## config.mk

```make
export PLATFORM = sky130hd
export DESIGN_NAME = decode_67b_64b
export DESIGN_NICKNAME = d
export VERILOG_FILES = /design/src/rtl/lane_pkg.sv /design/src/rtl/block_lock_fsm.sv /design/src/rtl/decode_67b_64b.sv
export SDC_FILE = /design/constraint.sdc
export NUM_CORES = 1
export LEC_CHECK = 0
export ABC_CLOCK_PERIOD_IN_PS = 17700
export BUFFER_PORTS_ARGS = -buffer_cell sky130_fd_sc_hd__buf_2
export CELL_PAD_IN_SITES_DETAIL_PLACEMENT = 1
export CELL_PAD_IN_SITES_GLOBAL_PLACEMENT = 1
export CORE_MARGIN = 4
export CORE_UTILIZATION = 45
export DETAILED_ROUTE_END_ITERATION = 7
export PLACE_DENSITY = 0.94
export SYNTH_ARGS = -nofsm -noshare
export SYNTH_HDL_FRONTEND = slang
export SYNTH_SLANG_ARGS = --single-unit
```

## constraint.sdc

```tcl
create_clock -name USER_CLK -period 17.7 [get_ports USER_CLK]
set_input_delay 2.655 -clock USER_CLK [delete_from_list [all_inputs] [get_ports USER_CLK]]
set_output_delay 2.655 -clock USER_CLK [all_outputs]
set_load 0.005 [all_outputs]
```

## src/rtl/lane_pkg.sv

```systemverilog
// Shared lane constants for the 64B/67B encode/decode pair: header codes,
// bit positions within the lane word, lock FSM states and default thresholds.
package lane_pkg;

    localparam logic [1:0] SH_DATA = 2'b01;
    localparam logic [1:0] SH_CTRL = 2'b10;

    localparam int INV_BIT = 66;
    localparam int SH_MSB  = 65;
    localparam int SH_LSB  = 64;

    localparam int DEF_LOCK_CNT   = 64;
    localparam int DEF_WIN_LEN    = 64;
    localparam int DEF_ERR_THRESH = 16;
    localparam int DEF_DISP_LIMIT = 96;
    localparam int DEF_SLIP_WAIT  = 4;

    typedef enum logic [1:0] {
        ST_SEARCH    = 2'd0,
        ST_SLIP_HOLD = 2'd1,
        ST_LOCKED    = 2'd2
    } lock_state_t;

    function automatic logic header_valid(input logic [1:0] hdr);
        return (hdr == SH_DATA) || (hdr == SH_CTRL);
    endfunction

endpackage

```

## src/rtl/block_lock_fsm.sv

```systemverilog
// Block-lock state machine: qualifies sync headers, hunts for alignment with
// slip requests to the gearbox and monitors header errors once locked.
module block_lock_fsm
    import lane_pkg::*;
#(
    parameter int LOCK_CNT   = DEF_LOCK_CNT,
    parameter int WIN_LEN    = DEF_WIN_LEN,
    parameter int ERR_THRESH = DEF_ERR_THRESH,
    parameter int SLIP_WAIT  = DEF_SLIP_WAIT
) (
    input  logic       i_clk,
    input  logic       i_rst,
    input  logic       i_bypass,
    input  logic       i_valid,
    input  logic [1:0] i_header,
    output logic       o_block_lock,
    output logic       o_slip,
    output logic       o_header_err,
    output logic       o_hold
);

    localparam int CNT_MAX = (LOCK_CNT > WIN_LEN) ? LOCK_CNT : WIN_LEN;
    localparam int CNT_W   = $clog2(CNT_MAX + 1);
    localparam int HOLD_W  = $clog2(SLIP_WAIT + 1);

    lock_state_t       r_state;
    lock_state_t       w_state_nxt;
    logic [CNT_W-1:0]  r_good_cnt;
    logic [CNT_W-1:0]  w_good_nxt;
    logic [CNT_W-1:0]  r_win_cnt;
    logic [CNT_W-1:0]  w_win_nxt;
    logic [CNT_W-1:0]  r_bad_cnt;
    logic [CNT_W-1:0]  w_bad_nxt;
    logic [HOLD_W-1:0] r_hold_cnt;
    logic [HOLD_W-1:0] w_hold_nxt;
    logic              r_slip;
    logic              w_slip_nxt;
    logic              r_header_err;
    logic              w_header_err_nxt;
    logic              w_hdr_ok;
    logic [CNT_W-1:0]  w_win_inc;
    logic [CNT_W-1:0]  w_bad_inc;

    assign w_hdr_ok  = header_valid(i_header);
    assign w_win_inc = r_win_cnt + 1'b1;
    assign w_bad_inc = r_bad_cnt + CNT_W'(!w_hdr_ok);

    always_comb begin
        w_state_nxt      = r_state;
        w_good_nxt       = r_good_cnt;
        w_win_nxt        = r_win_cnt;
        w_bad_nxt        = r_bad_cnt;
        w_hold_nxt       = r_hold_cnt;
        w_slip_nxt       = 1'b0;
        w_header_err_nxt = 1'b0;

        case (r_state)
            ST_SEARCH: begin
                if (i_valid) begin
                    if (!w_hdr_ok) begin
                        w_slip_nxt  = 1'b1;
                        w_good_nxt  = '0;
                        w_hold_nxt  = '0;
                        w_state_nxt = ST_SLIP_HOLD;
                    end else if (r_good_cnt == CNT_W'(LOCK_CNT - 1)) begin
                        w_good_nxt  = '0;
                        w_win_nxt   = '0;
                        w_bad_nxt   = '0;
                        w_state_nxt = ST_LOCKED;
                    end else begin
                        w_good_nxt = r_good_cnt + 1'b1;
                    end
                end
            end
            ST_SLIP_HOLD: begin
                // Counts raw cycles: the gearbox needs time to settle after a slip.
                if (r_hold_cnt == HOLD_W'(SLIP_WAIT - 1)) begin
                    w_hold_nxt  = '0;
                    w_state_nxt = ST_SEARCH;
                end else begin
                    w_hold_nxt = r_hold_cnt + 1'b1;
                end
            end
            ST_LOCKED: begin
                if (i_valid) begin
                    w_header_err_nxt = !w_hdr_ok;
                    // Loss of lock takes precedence over a coincident window end.
                    if (!w_hdr_ok && (w_bad_inc == CNT_W'(ERR_THRESH))) begin
                        w_slip_nxt  = 1'b1;
                        w_win_nxt   = '0;
                        w_bad_nxt   = '0;
                        w_hold_nxt  = '0;
                        w_state_nxt = ST_SLIP_HOLD;
                    end else if (w_win_inc == CNT_W'(WIN_LEN)) begin
                        w_win_nxt = '0;
                        w_bad_nxt = '0;
                    end else begin
                        w_win_nxt = w_win_inc;
                        w_bad_nxt = w_bad_inc;
                    end
                end
            end
            default: begin
                w_state_nxt = ST_SEARCH;
            end
        endcase

        if (i_bypass) begin
            w_state_nxt      = ST_SEARCH;
            w_good_nxt       = '0;
            w_win_nxt        = '0;
            w_bad_nxt        = '0;
            w_hold_nxt       = '0;
            w_slip_nxt       = 1'b0;
            w_header_err_nxt = 1'b0;
        end
    end

    always_ff @(posedge i_clk) begin
        if (i_rst) begin
            r_state      <= ST_SEARCH;
            r_good_cnt   <= '0;
            r_win_cnt    <= '0;
            r_bad_cnt    <= '0;
            r_hold_cnt   <= '0;
            r_slip       <= 1'b0;
            r_header_err <= 1'b0;
        end else begin
            r_state      <= w_state_nxt;
            r_good_cnt   <= w_good_nxt;
            r_win_cnt    <= w_win_nxt;
            r_bad_cnt    <= w_bad_nxt;
            r_hold_cnt   <= w_hold_nxt;
            r_slip       <= w_slip_nxt;
            r_header_err <= w_header_err_nxt;
        end
    end

    assign o_block_lock = (r_state == ST_LOCKED);
    assign o_hold       = (r_state == ST_SLIP_HOLD);
    assign o_slip       = r_slip;
    assign o_header_err = r_header_err;

endmodule

```

## src/rtl/decode_67b_64b.sv

```systemverilog
// Lane 64B/67B receive decoder: undoes payload inversion, extracts the sync
// header, drives block lock / slip and checks running disparity while locked.
module decode_67b_64b
    import lane_pkg::*;
#(
    parameter int LOCK_CNT   = DEF_LOCK_CNT,
    parameter int WIN_LEN    = DEF_WIN_LEN,
    parameter int ERR_THRESH = DEF_ERR_THRESH,
    parameter int DISP_LIMIT = DEF_DISP_LIMIT,
    parameter int SLIP_WAIT  = DEF_SLIP_WAIT
) (
    input  logic        USER_CLK,
    input  logic        SYSTEM_RESET,
    input  logic        PASSTHROUGH,
    input  logic [79:0] DATA_IN,
    input  logic        DATA_VALID_IN,
    output logic [63:0] DATA_OUT,
    output logic [1:0]  HEADER_OUT,
    output logic        DATA_VALID_OUT,
    output logic        BLOCK_LOCK,
    output logic        SLIP,
    output logic        HEADER_ERR,
    output logic        DISP_ERR
);

    localparam logic signed [15:0] DISP_POS = 16'(DISP_LIMIT);
    localparam logic signed [15:0] DISP_NEG = -DISP_POS;

    logic                w_hold;
    logic                w_unused_hi;
    logic [1:0]          w_header;
    logic [63:0]         w_payload;
    logic [63:0]         w_decoded;
    logic signed [7:0]   w_wd;
    logic signed [15:0]  w_rd_sum;
    logic                w_disp_over;
    logic signed [15:0]  r_rd;

    // Word disparity over all 67 received bits: ones minus zeros.
    function automatic logic signed [7:0] word_disp(input logic [66:0] v);
        logic [6:0]        pop;
        logic signed [8:0] d;
        pop = '0;
        for (int i = 0; i < 67; i++) begin
            pop = pop + 7'(v[i]);
        end
        d = $signed({1'b0, pop, 1'b0}) - 9'sd67;
        return d[7:0];
    endfunction

    function automatic logic disp_exceeds(input logic signed [15:0] s);
        return (s > DISP_POS) || (s < DISP_NEG);
    endfunction

    assign w_unused_hi = ^DATA_IN[79:INV_BIT+1];
    assign w_header    = DATA_IN[SH_MSB:SH_LSB];
    assign w_payload   = DATA_IN[SH_LSB-1:0];
    assign w_decoded   = DATA_IN[INV_BIT] ? ~w_payload : w_payload;
    assign w_wd        = word_disp(DATA_IN[INV_BIT:0]);
    assign w_rd_sum    = r_rd + $signed({{8{w_wd[7]}}, w_wd});
    assign w_disp_over = disp_exceeds(w_rd_sum);

    block_lock_fsm #(
        .LOCK_CNT   (LOCK_CNT),
        .WIN_LEN    (WIN_LEN),
        .ERR_THRESH (ERR_THRESH),
        .SLIP_WAIT  (SLIP_WAIT)
    ) u_lock (
        .i_clk        (USER_CLK),
        .i_rst        (SYSTEM_RESET),
        .i_bypass     (PASSTHROUGH),
        .i_valid      (DATA_VALID_IN),
        .i_header     (w_header),
        .o_block_lock (BLOCK_LOCK),
        .o_slip       (SLIP),
        .o_header_err (HEADER_ERR),
        .o_hold       (w_hold)
    );

    always_ff @(posedge USER_CLK) begin
        if (SYSTEM_RESET) begin
            DATA_OUT       <= '0;
            HEADER_OUT     <= '0;
            DATA_VALID_OUT <= 1'b0;
            DISP_ERR       <= 1'b0;
            r_rd           <= '0;
        end else if (PASSTHROUGH) begin
            DATA_OUT       <= w_payload;
            HEADER_OUT     <= '0;
            DATA_VALID_OUT <= DATA_VALID_IN;
            DISP_ERR       <= 1'b0;
            r_rd           <= '0;
        end else begin
            DATA_OUT       <= w_decoded;
            HEADER_OUT     <= w_header;
            DATA_VALID_OUT <= DATA_VALID_IN && !w_hold;
            DISP_ERR       <= 1'b0;
            // Outside LOCKED the accumulator sits at zero, so entry starts clean.
            if (!BLOCK_LOCK) begin
                r_rd <= '0;
            end else if (DATA_VALID_IN) begin
                if (w_disp_over) begin
                    DISP_ERR <= 1'b1;
                    r_rd     <= '0;
                end else begin
                    r_rd <= w_rd_sum;
                end
            end
        end
    end

endmodule
```

## After elaboration in Yosys (flattened, before gate mapping)

Index checks and enable logic that the tools add are counted.

- Word-level logic and storage cells: 157
- Output and inout port bits: 71
- Register bits after elaboration: 112

- Magnitude comparators: 2
- Eq/ne operators: 16
- Bitwise logic cells: 3
- Add/sub/neg operators: 72
- Mux-type cells: 36
- Reductions and logical operators: 16

Operator list:

| kind | count |
|---|---|
| 7-bit by 1-bit adder with 7-bit output | 61 |
| 64-bit two-way mux | 2 |
| 7-bit two-way mux | 11 |
| 64-bit inverter | 1 |
| 7-bit one-hot mux with 2 select lines | 2 |
| 16-bit by 8-bit adder with 16-bit output | 1 |
| 16-bit by 8-bit greater-than comparator with 1-bit output, second input constant | 1 |
| 16-bit by 8-bit < comparator with 1-bit output, second input constant | 1 |
| 16-bit two-way mux | 1 |
| 3-bit two-way mux | 5 |
| 5-bit AND reduction | 3 |
| 7-bit by 1-bit adder with 7-bit output, second input constant | 2 |
| 2-bit two-way mux | 6 |
| 3-bit one-hot mux with 3 select lines | 1 |
| 2-bit by 1-bit != test with 1-bit output, second input constant | 4 |
| 8-bit by 7-bit subtractor with 8-bit output, second input constant | 1 |
| 6-bit by 1-bit adder with 7-bit output | 1 |
| 7-bit by 5-bit equality test with 1-bit output, second input constant | 1 |
| 7-bit by 6-bit equality test with 1-bit output, second input constant | 1 |
| 7-bit equality test, second input constant | 1 |
| 5-bit by 1-bit adder with 6-bit output | 1 |
| 1-bit two-way mux | 6 |
| 2-bit != test, second input constant | 3 |
| 2-bit one-hot mux with 3 select lines | 1 |
| 21 further kinds | 27 |

## Logic depth before layout (Yosys ltp)

Gate-level depths: netlist (run 1).

- Depth in word-level cells: 71
- Gate-level depth with buffers: 33
- Mapped depth without buffers: 31

## Cells and area by module

From an unflattened synthesis (run 1), not the netlist that was laid out.

- Cell total of the unflattened synthesis: 792
- Area total of the unflattened synthesis: 7284.5 sq um

By module, submodules not included:

| module | times used | cells an instance | area an instance (sq um) | seq. area each (sq um) |
|---|---|---|---|---|
| decode_67b_64b | 1 | 605 | 5719.2 | 1681.6 |
| block_lock_fsm | 1 | 187 | 1565.3 | 560.5 |

## Least setup slack after synthesis (run 1)

OpenSTA, ideal clock, no wires.

- Path type: in2reg
- Start point: in DATA_IN[35]
- End point: reg r_rd[0]
- Path slack: 6644 ps
- Arrival time: 10996 ps
- Cell stages on the path: 30
- Setup time: 59 ps
- Data required time: 17641 ps
- Cell sequence: inv_1 > fa_1 > inv_1 > fa_1 > inv_1 > fa_1 > inv_1 > fa_1 > inv_1 > fa_1 > fa_1 > fa_1 > fa_1 > fa_1 > fa_1 > nand2b_1 > a21oi_2 > xnor2_1 > a41oi_2 > xor2_1 > ha_1 > clkbuf_1 > nand2_1 > nor2_1 > a221o_1 > o31a_1 > nor4_2 > nand4b_1 > a211oi_4 > o31a_1

- Cells in the longest elaborated chain, start to end: 37

Ends and longest elaborated chain:

| element | line | RTL |
|---|---|---|
| from (decl) | decode_67b_64b.sv:15 | `input logic [79:0] DATA_IN,` |
| 7-bit by 1-bit adder with 7-bit output * (32 in a row) | decode_67b_64b.sv:45 | `pop = pop + 7'(v[i]);` |
| 8-bit by 7-bit subtractor with 8-bit output * | decode_67b_64b.sv:47 | `d = $signed({1'b0, pop, 1'b0}) - 9'sd67;` |
| 16-bit by 8-bit adder with 16-bit output * | decode_67b_64b.sv:60 | `assign w_rd_sum = r_rd + $signed({{8{w_wd[7]}}, w_wd});` |
| 16-bit by 8-bit greater-than comparator with 1-bit output / 16-bit by 8-bit < comparator with 1-bit output (equally long branches) | decode_67b_64b.sv:52 | `return (s > DISP_POS) \|\| (s < DISP_NEG);` |
| 1-bit logical OR * | decode_67b_64b.sv:52 |  |
| 16-bit two-way mux * | decode_67b_64b.sv:102 | `if (w_disp_over) begin` |
| to (signal assigned) | decode_67b_64b.sv:106 | `r_rd <= w_rd_sum;` |
| to (decl) | decode_67b_64b.sv:37 | `logic signed [15:0] r_rd;` |

Mark *: on every way between the ends. The rest lies on a longest branch, timed or not.
A chain may end at the register's enable or synchronous reset.

## Worst setup path after layout (run 1)

Same ends and word-level chain as after synthesis.

==> results of run 1 <==
-- flip-flops by register name (all words and copies together), names as in the netlist --
register             flops
u_lock.r_bad_cnt         7
u_lock.o_header_err      1
u_lock.o_slip            1
HEADER_OUT               2
r_rd                    16
u_lock.r_state           2
DISP_ERR                 1
u_lock.r_good_cnt        7
u_lock.r_hold_cnt        3
DATA_VALID_OUT           1
u_lock.r_win_cnt         7
DATA_OUT                64
-- cell usage after synthesis, types with 4 or more instances --
master | instances | area share [%]
sky130_fd_sc_hd__a21oi_1 | 28 | 2.0
sky130_fd_sc_hd__fa_1 | 58 | 16
sky130_fd_sc_hd__nor2_1 | 112 | 5.9
sky130_fd_sc_hd__dfxtp_1 | 112 | 32
sky130_fd_sc_hd__o21a_1 | 6 | 0.64
sky130_fd_sc_hd__nor2b_1 | 6 | 0.53
sky130_fd_sc_hd__nor4_1 | 4 | 0.35
sky130_fd_sc_hd__nand3b_1 | 5 | 0.53
sky130_fd_sc_hd__a21o_1 | 16 | 1.7
sky130_fd_sc_hd__xnor2_1 | 72 | 8.9
sky130_fd_sc_hd__xor2_1 | 12 | 1.5
sky130_fd_sc_hd__nand3_1 | 16 | 1.1
sky130_fd_sc_hd__nand2_1 | 26 | 1.4
sky130_fd_sc_hd__nand4_1 | 12 | 1.1
sky130_fd_sc_hd__nor3_1 | 8 | 0.56
sky130_fd_sc_hd__clkbuf_1 | 19 | 1.0
sky130_fd_sc_hd__and3_1 | 8 | 0.71
sky130_fd_sc_hd__and2_1 | 7 | 0.62
sky130_fd_sc_hd__inv_1 | 103 | 5.5
sky130_fd_sc_hd__nand2b_1 | 7 | 0.62
sky130_fd_sc_hd__ha_1 | 38 | 6.7
sky130_fd_sc_hd__o21ai_0 | 16 | 1.1
-- final cells by class --
| class | count | area (um2) | share of cell area (%) |
|---|---|---|---|
| antenna | 3 | 7.51 | 0.0903 |
| clock inverter | 6 | 61.3 | 0.738 |
| multi-input combinational | 529 | 4390 | 52.8 |
| tap | 211 | 264 | 3.18 |
| clock buffer | 10 | 229 | 2.76 |
| inverter | 104 | 390 | 4.70 |
| sequential | 112 | 2240 | 27.0 |
| timing repair buffer | 144 | 728 | 8.76 |
-- stage by stage --
step                      setup WS, ns  util, %
final                             5.77     54.3
after CTS                         5.76     54.2
after detailed placement          5.45     52.3
after global routing              5.33     54.3
after global placement            5.75     52.3
after floorplan                   6.64        -
-- worst paths after layout --
check,to,cells after the start
worst min-delay path,r_rd[15],1
worst min register to register,r_rd[15],1
worst max-delay path,r_rd[0],30
worst max register to register,r_rd[0],9
-- worst max-delay path: cells and delay by family --
kind | cells | cell delay [ns]
compound gates | 9 | 2.44
fa+ha+maj | 10 | 4.98
simple gates | 3 | 0.94
xor+xnor | 1 | 0.72
buf+inv | 7 | 0.50
-- cells by family after synthesis --
family	share of synthesized area (%)
adders and majority gates	23.1
AOI/OAI and AO/OA	11.4
buffers and inverters	6.78
muxes	0.282
DFF	31.6
xor gates and xnor gates	10.9
and+or+nand+nor	15.9
-- routing by layer --
layer / global-route usage [%] / part of all wire, % / vias up
li1: - / - / 2765
met4: 11.3 / 4.6 / 0
met5: 0 / 0 / -
met3: 5.25 / 4.3 / 66
met2: 47.3 / 54 / 170
met1: 25.7 / 37 / 2952
==> summary.md, run 1 <==
| Metric | Value |
|---|---|
| Cell repeated most along the worst path | sky130_fd_sc_hd__fa_1 |
| Synth Warn # | 0 |
| Maximum count of clock buffers along a single path | 2 |
| Reg2reg setup slack | 14.44 ns |
| Fraction of registers with async set/reset | 0% |
| Crit end category | flop |
| Clk sink count | between 100 and 150 |
| Count of state elements after synthesis | 112 |
| Placed cell areas | approximately 8000 um2 |
| Primary flip-flop cell chosen by synthesis mapping | sky130_fd_sc_hd__dfxtp_1 |
| Post-synthesis instance total | around 770 |
| Hold path start | r_rd[15] |
| Number of clock buffers inserted by TritonCTS | 9 |
| CTS clk-pin slew, worst paths | approximately 0.070 ns |
| Count of different cell masters after synthesis | 70 |
| Root Buffer | sky130_fd_sc_hd__clkbuf_16 |
| Total gr overflow | 0 |
| RSZ-0062 raised after global routing | no |
| Floorplan die height | between 100 and 150 um |
| Launching point of the worst reg2reg path | r_rd[0] |
| Aggregate routed wire length | between 20000 and 25000 um |
| CTS tree | yes |
| Antenna violations before repair | 3 |
| DP HPWL | 17700 um |
| Final Hold Vio Count | 0 |
| Worst hold slack | approximately 0.46 ns |
| Resize count post-CTS | 0 |
| Signal arrival time at the worst endpoint | between 10 and 15 ns |
| Setup TNS | 0 ns |
| Post-route DRC | 0 |
| Final critical path time including I/O delays and setup | 11.93 ns |
| Post-route standard cell area excluding fillers | a little over 8000 um2 |
| Beginning of the critical path | DATA_IN[35] |
| Number of buffers inserted by port buffering | ~140 |
| Number of DRC markers after the initial detailed-route iteration | between 300 and 400 |
| Worst setup path class | input pin to flop |
| Critical-path maximum fanout | 10 |
| Nets | approximately 1100 |
| Final setup vio count | 0 |
| Count of non-filler cells in the finished layout | around 1100 |
| Average routed wire per standard cell | 19.6 um |
| Std-Cell Rows | 45 |
| Most used cells in the layout excluding fill and tap cells | sky130_fd_sc_hd__buf_2 (141), sky130_fd_sc_hd__dfxtp_1 (112), sky130_fd_sc_hd__nor2_1 (111) |
| Area enclosed by the die boundary | between 15000 and 20000 um2 |
| Cell count after placement | 1100 |
| Synthesized area | roughly 7100 um2 |
| Worst slew slack as a fraction of its limit | around 38% |
| H-tree levels | 3 |
| Number of global-route vias before repair | 6666 |
| Number of buffers inserted by post-CTS setup repair | 0 |
| Count of boundary I/O pins | approximately 160 |
| Result of the run | complete, no violations |
| Clk Latency, worst-skew pair | 0.37 ns |
| Detail Route Antenna Nets | 0 |
| Final setup skew | approximately 0.012 ns |
| Proportion of synthesized chip area in sequential cells | between 30% and 40% |
| Wire length of the first global-routing pass | 34700 um |
| Ratio of routed vias to standard cells | ~5.3 |
| Chip Width | 133 um |
| Final RePlAce weighted congestion | ~0.84 |
| Core Area | ~15000 um2 |
| Maximum operating frequency | ~84 MHz |
| Post-synth EDFFs | 0 |
| Number of buffers inserted for hold repair after clock tree synthesis | 0 |
| Overall track demand over capacity in global routing | between 20% and 30% |
| Maximum cell stage delay along the critical path | 0.72 ns |
| Period utilisation layout | slightly below 70% |
| Syn_area_per_cell | 9.24 um2 |
| CP Data Required Time | between 15 and 20 ns |
| Syn_nets | 947 |
| Area added between synthesis and finish | 17.2% |
| Number of vias after detailed routing | slightly below 6000 |
| Number of fill cells in the layout | ~1800 |
| Largest net degree at the start of global routing | 67 |
| Slew at the pin closest to its max-slew limit | between 0.9 and 1 ns |
| Most common cell after layout, fill and taps aside | sky130_fd_sc_hd__buf_2 |
| Element type at the critical path start | input pin |
| DRT Pass-1 Iters | 4 |
| Final-report max-slew violation count | 0 |
| Starting density of the core | between 40% and 50% |
| Share of post-route cells with drive strength above 1 | ~20% |
| Max-capacitance violation count | 0 |
| Type of the worst min-delay path | flop to flop |
| Master of the slowest instance on the critical path | sky130_fd_sc_hd__xor2_1 |
Power of run 1 is left out: the tool's default activity adds up to more than one toggle a clock period on the data nets, which glitch-free logic cannot reach.
==> run 2: changes to the inputs <==
- ABC_AREA: not set -> 1
- ABC_CLOCK_PERIOD_IN_PS: 17700 -> 11400
- CORE_UTILIZATION: 45 -> 40
- PLACE_DENSITY: 0.94 -> 0.89
- clock period: 17.7 -> 11.4 ns (I/O delays scaled with it)
==> summary.md, run 2 <==
| Metric | Value |
|---|---|
| Worst setup path class | input pin to flop |
| Synth area leader | sky130_fd_sc_hd__dfxtp_1 |
| Synth top cells by count | sky130_fd_sc_hd__inv_1 (155), sky130_fd_sc_hd__nand2_1 (133), sky130_fd_sc_hd__a21oi_1 (114) |
| Period utilisation layout | 87.4% |
| Registers with the most flip-flops | DATA_OUT: 64 flops, r_rd: 16 flops |
| WHS Endpoint | u_lock.r_good_cnt[5] |
| Final Hold Vio Count | 0 (unchanged) |
| Worst Reg-to-Reg Cells | 16 (+7) |
| Largest delay share family, worst path | adder cells |
| Primary flip-flop cell chosen by synthesis mapping | sky130_fd_sc_hd__dfxtp_1 |
| Clk sink count | 112 (unchanged) |
| Reg with most FFs | DATA_OUT |
| Overall track demand over capacity in global routing | 21.5% (-3.2 points) |
| Final setup vio count | 0 (unchanged) |
| Max-capacitance violation count | 0 (unchanged) |
| Number of clock buffers inserted by TritonCTS | 9 (unchanged) |
| Crit end category | flop |
| Hold Path Stages | 2 (+1) |
| Reg2reg setup slack | 8.80 ns (-5.64 ns) |
| Worst slew slack as a fraction of its limit | 38.2% (+0.62 points) |
| Count of boundary I/O pins | 155 (unchanged) |
| Critical register-to-register path endpoint | r_rd[13] |
| Number of buffers inserted by post-CTS setup repair | 0 (unchanged) |
| Area of the multi-input gates | 4100 um2 (-6.5%) |
| Syn_nets | 1073 (+13%) |
| Area enclosed by the die boundary | 19800 um2 (+11%) |
| H-tree levels | 3 (unchanged) |
| Number of vias after detailed routing | 6361 (+6.9%) |
| Final setup skew | 0.00974 ns (-0.00228 ns) |
| Total gr overflow | 0 (unchanged) |
| Aggregate routed wire length | 20600 um (-6.0%) |
| Number of fill cells in the layout | 2170 (+19%) |
| Std-Cell Rows | 48 (+6.7%) |
| Proportion of synthesized chip area in sequential cells | 31.8% (+0.20 points) |
| Maximum count of clock buffers along a single path | 2 (unchanged) |
| Largest cells by area after synthesis | sky130_fd_sc_hd__dfxtp_1 (32%), sky130_fd_sc_hd__fa_1 (16%), sky130_fd_sc_hd__inv_1 (8.3%) |
| Result of the run | complete, no violations |
| Element type at the critical path start | input pin |
| Root Buffer | sky130_fd_sc_hd__clkbuf_16 |
| Final critical path time including I/O delays and setup | 9.96 ns |
| Post-route DRC | 0 (unchanged) |
| Critical-path maximum fanout | 10 (unchanged) |
| Floorplan die height | 141 um (+5.4%) |
| DP HPWL | 16200 um (-8.4%) |
| Wire length of the first global-routing pass | 34500 um (-0.69%) |
| Master of the slowest instance on the critical path | sky130_fd_sc_hd__fa_1 |
| Clk Latency, worst-skew pair | 0.37 ns (about the same) |
| Core Area | 17300 um2 (+13%) |
| Detail Route Antenna Nets | 0 (unchanged) |
| Type of the worst min-delay path | flop to flop |
| Most common cell after layout, fill and taps aside | sky130_fd_sc_hd__inv_1 |
| Number of buffers and inverters on the critical path | 8 (+1) |
| Maximum operating frequency | 100 MHz |
| Number of DRC markers after the initial detailed-route iteration | 230 (-26%) |
| Number of global-route vias before repair | 6925 (+3.9%) |
| Average routed wire per standard cell | 16.4 um (-16%) |
| Most used cells in the layout excluding fill and tap cells | sky130_fd_sc_hd__inv_1 (155), sky130_fd_sc_hd__buf_2 (141), sky130_fd_sc_hd__nand2_1 (133) |
| Area share of the largest cell type after synthesis | 31.8% (+0.20 points) |
| CTS tree | yes |
| Resize count post-CTS | 0 (unchanged) |
| Nets | 1199 (+11%) |
| Final RePlAce weighted congestion | 0.884 (+5.4%) |
| Ratio of routed vias to standard cells | 5.08 (-4.5%) |
| Most frequent cell after synthesis | sky130_fd_sc_hd__inv_1 |
| Synth Warn # | 0 (unchanged) |
| Signal arrival time at the worst endpoint | 10.24 ns (-2.01 ns) |
| Starting density of the core | 40.7% (-5.6 points) |
| Number of buffers inserted for hold repair after clock tree synthesis | 0 (unchanged) |
| Place WS | 1.11 ns (-4.33 ns) |
| Count of different cell masters after synthesis | 34 (-51%) |
| CP Data Required Time | 11.69 ns (-6.32 ns) |
| Cell repeated most along the worst path | sky130_fd_sc_hd__fa_1 |
| Largest net degree at the start of global routing | 111 (+66%) |
| Area taken by flip-flops and latches | 2240 um2 (unchanged) |
| Share of post-route cells with drive strength above 1 | 17.7% (-2.3 points) |
| Area added between synthesis and finish | 17.4% |
| Fraction of registers with async set/reset | 0% (unchanged) |
| Maximum cell stage delay along the critical path | 0.59 ns (-0.13 ns) |
| Hold path start | u_lock.r_good_cnt[5] |
| Post-synthesis instance total | 893 (+16%) |
| DRT Pass-1 Iters | 4 (unchanged) |
| Synthesized area | 7040 um2 (-0.62%) |
| Setup TNS | 0 ns (unchanged) |
| Final-report max-slew violation count | 0 (unchanged) |
| Post-synth EDFFs | 0 (unchanged) |
| Setup ws final | 1.44 ns (-4.33 ns) |
| Syn_area_per_cell | 7.89 um2 (-15%) |
| Antenna violations before repair | 5 (+2) |
| Launching point of the worst reg2reg path | r_rd[0] |
| CTS clk-pin slew, worst paths | 0.08 ns (about the same) |
| RSZ-0062 raised after global routing | no |
| Chip Width | 141 um (+5.4%) |
| Max FFs per register | 64 (unchanged) |
| Number of buffers inserted by port buffering | 141 (unchanged) |
| Slew at the pin closest to its max-slew limit | 0.927 ns (-0.00234 ns) |
| Count of state elements after synthesis | 112 (unchanged) |
run 2: stage by stage:
stage	utilization, %	cell area, um2	cells	hold slack, ns
after detailed placement	45.9	7940	1233	0.453
after global routing	47.8	8270	1252	0.500
final	47.8	8270	1252	0.473
after floorplan	-	7040	893	0.433
after CTS	47.8	8260	1249	0.475
after global placement	45.9	7940	1233	0.441
run 2: tightest hold or removal path, delay by kind of cell (launching register included):
| family | cells | cell delay, ns |
|---|---|---|
| flops | 1 | 0.31 |
| simple gates | 1 | 0.06 |
| compound gates | 1 | 0.06 |
run 2: layer usage:
metal	GRT usage [%]	part of all wire (%)	wire, um	vias to the layer above
li1	-	-	-	3095
met1	24.7	40	8280	3064
met2	38.0	51	10400	143
met3	4.92	5.3	1080	55
met4	9.84	3.7	767	4
met5	0	0.10	21	-
run 2: how the worst max path moves through the flow:
stage | start | end | cells past startpoint | slack, ns
after floorplan | DATA_IN[35] | r_rd[12] | 38 | 2.27
after global placement | DATA_IN[35] | r_rd[14] | 36 | 1.36
after detailed placement | DATA_IN[47] | r_rd[12] | 36 | 1.11
after CTS | DATA_IN[47] | r_rd[13] | 36 | 1.48
after global routing | DATA_IN[47] | r_rd[13] | 39 | 0.94
final | DATA_IN[47] | r_rd[13] | 36 | 1.44
run 2: area by class of cell:
| class | count | share of cell area [%] |
|---|---|---|
| multi-input combinational | 596 | 49.6 |
| sequential | 112 | 27.1 |
| timing repair buffer | 143 | 8.72 |
| inverter | 157 | 7.13 |
| tap | 225 | 3.41 |
| clock buffer | 9 | 2.72 |
| clock inverter | 7 | 1.18 |
| antenna | 3 | 0.0908 |
run 2: cells by family (layout without fill, tap and decap cells):
kind of cell / count (synthesis) / count (layout) / share of synthesized area [%]
simple gates: 271 / 271 / 16.9
compound gates: 210 / 210 / 15.7
buf+inv: 185 / 316 / 10.0
flops: 112 / 112 / 31.8
fa+ha+maj: 96 / 96 / 23.2
xor+xnor: 19 / 19 / 2.36
other cells: 0 / 3 / 0
Power of run 2 is left out for the same reason.
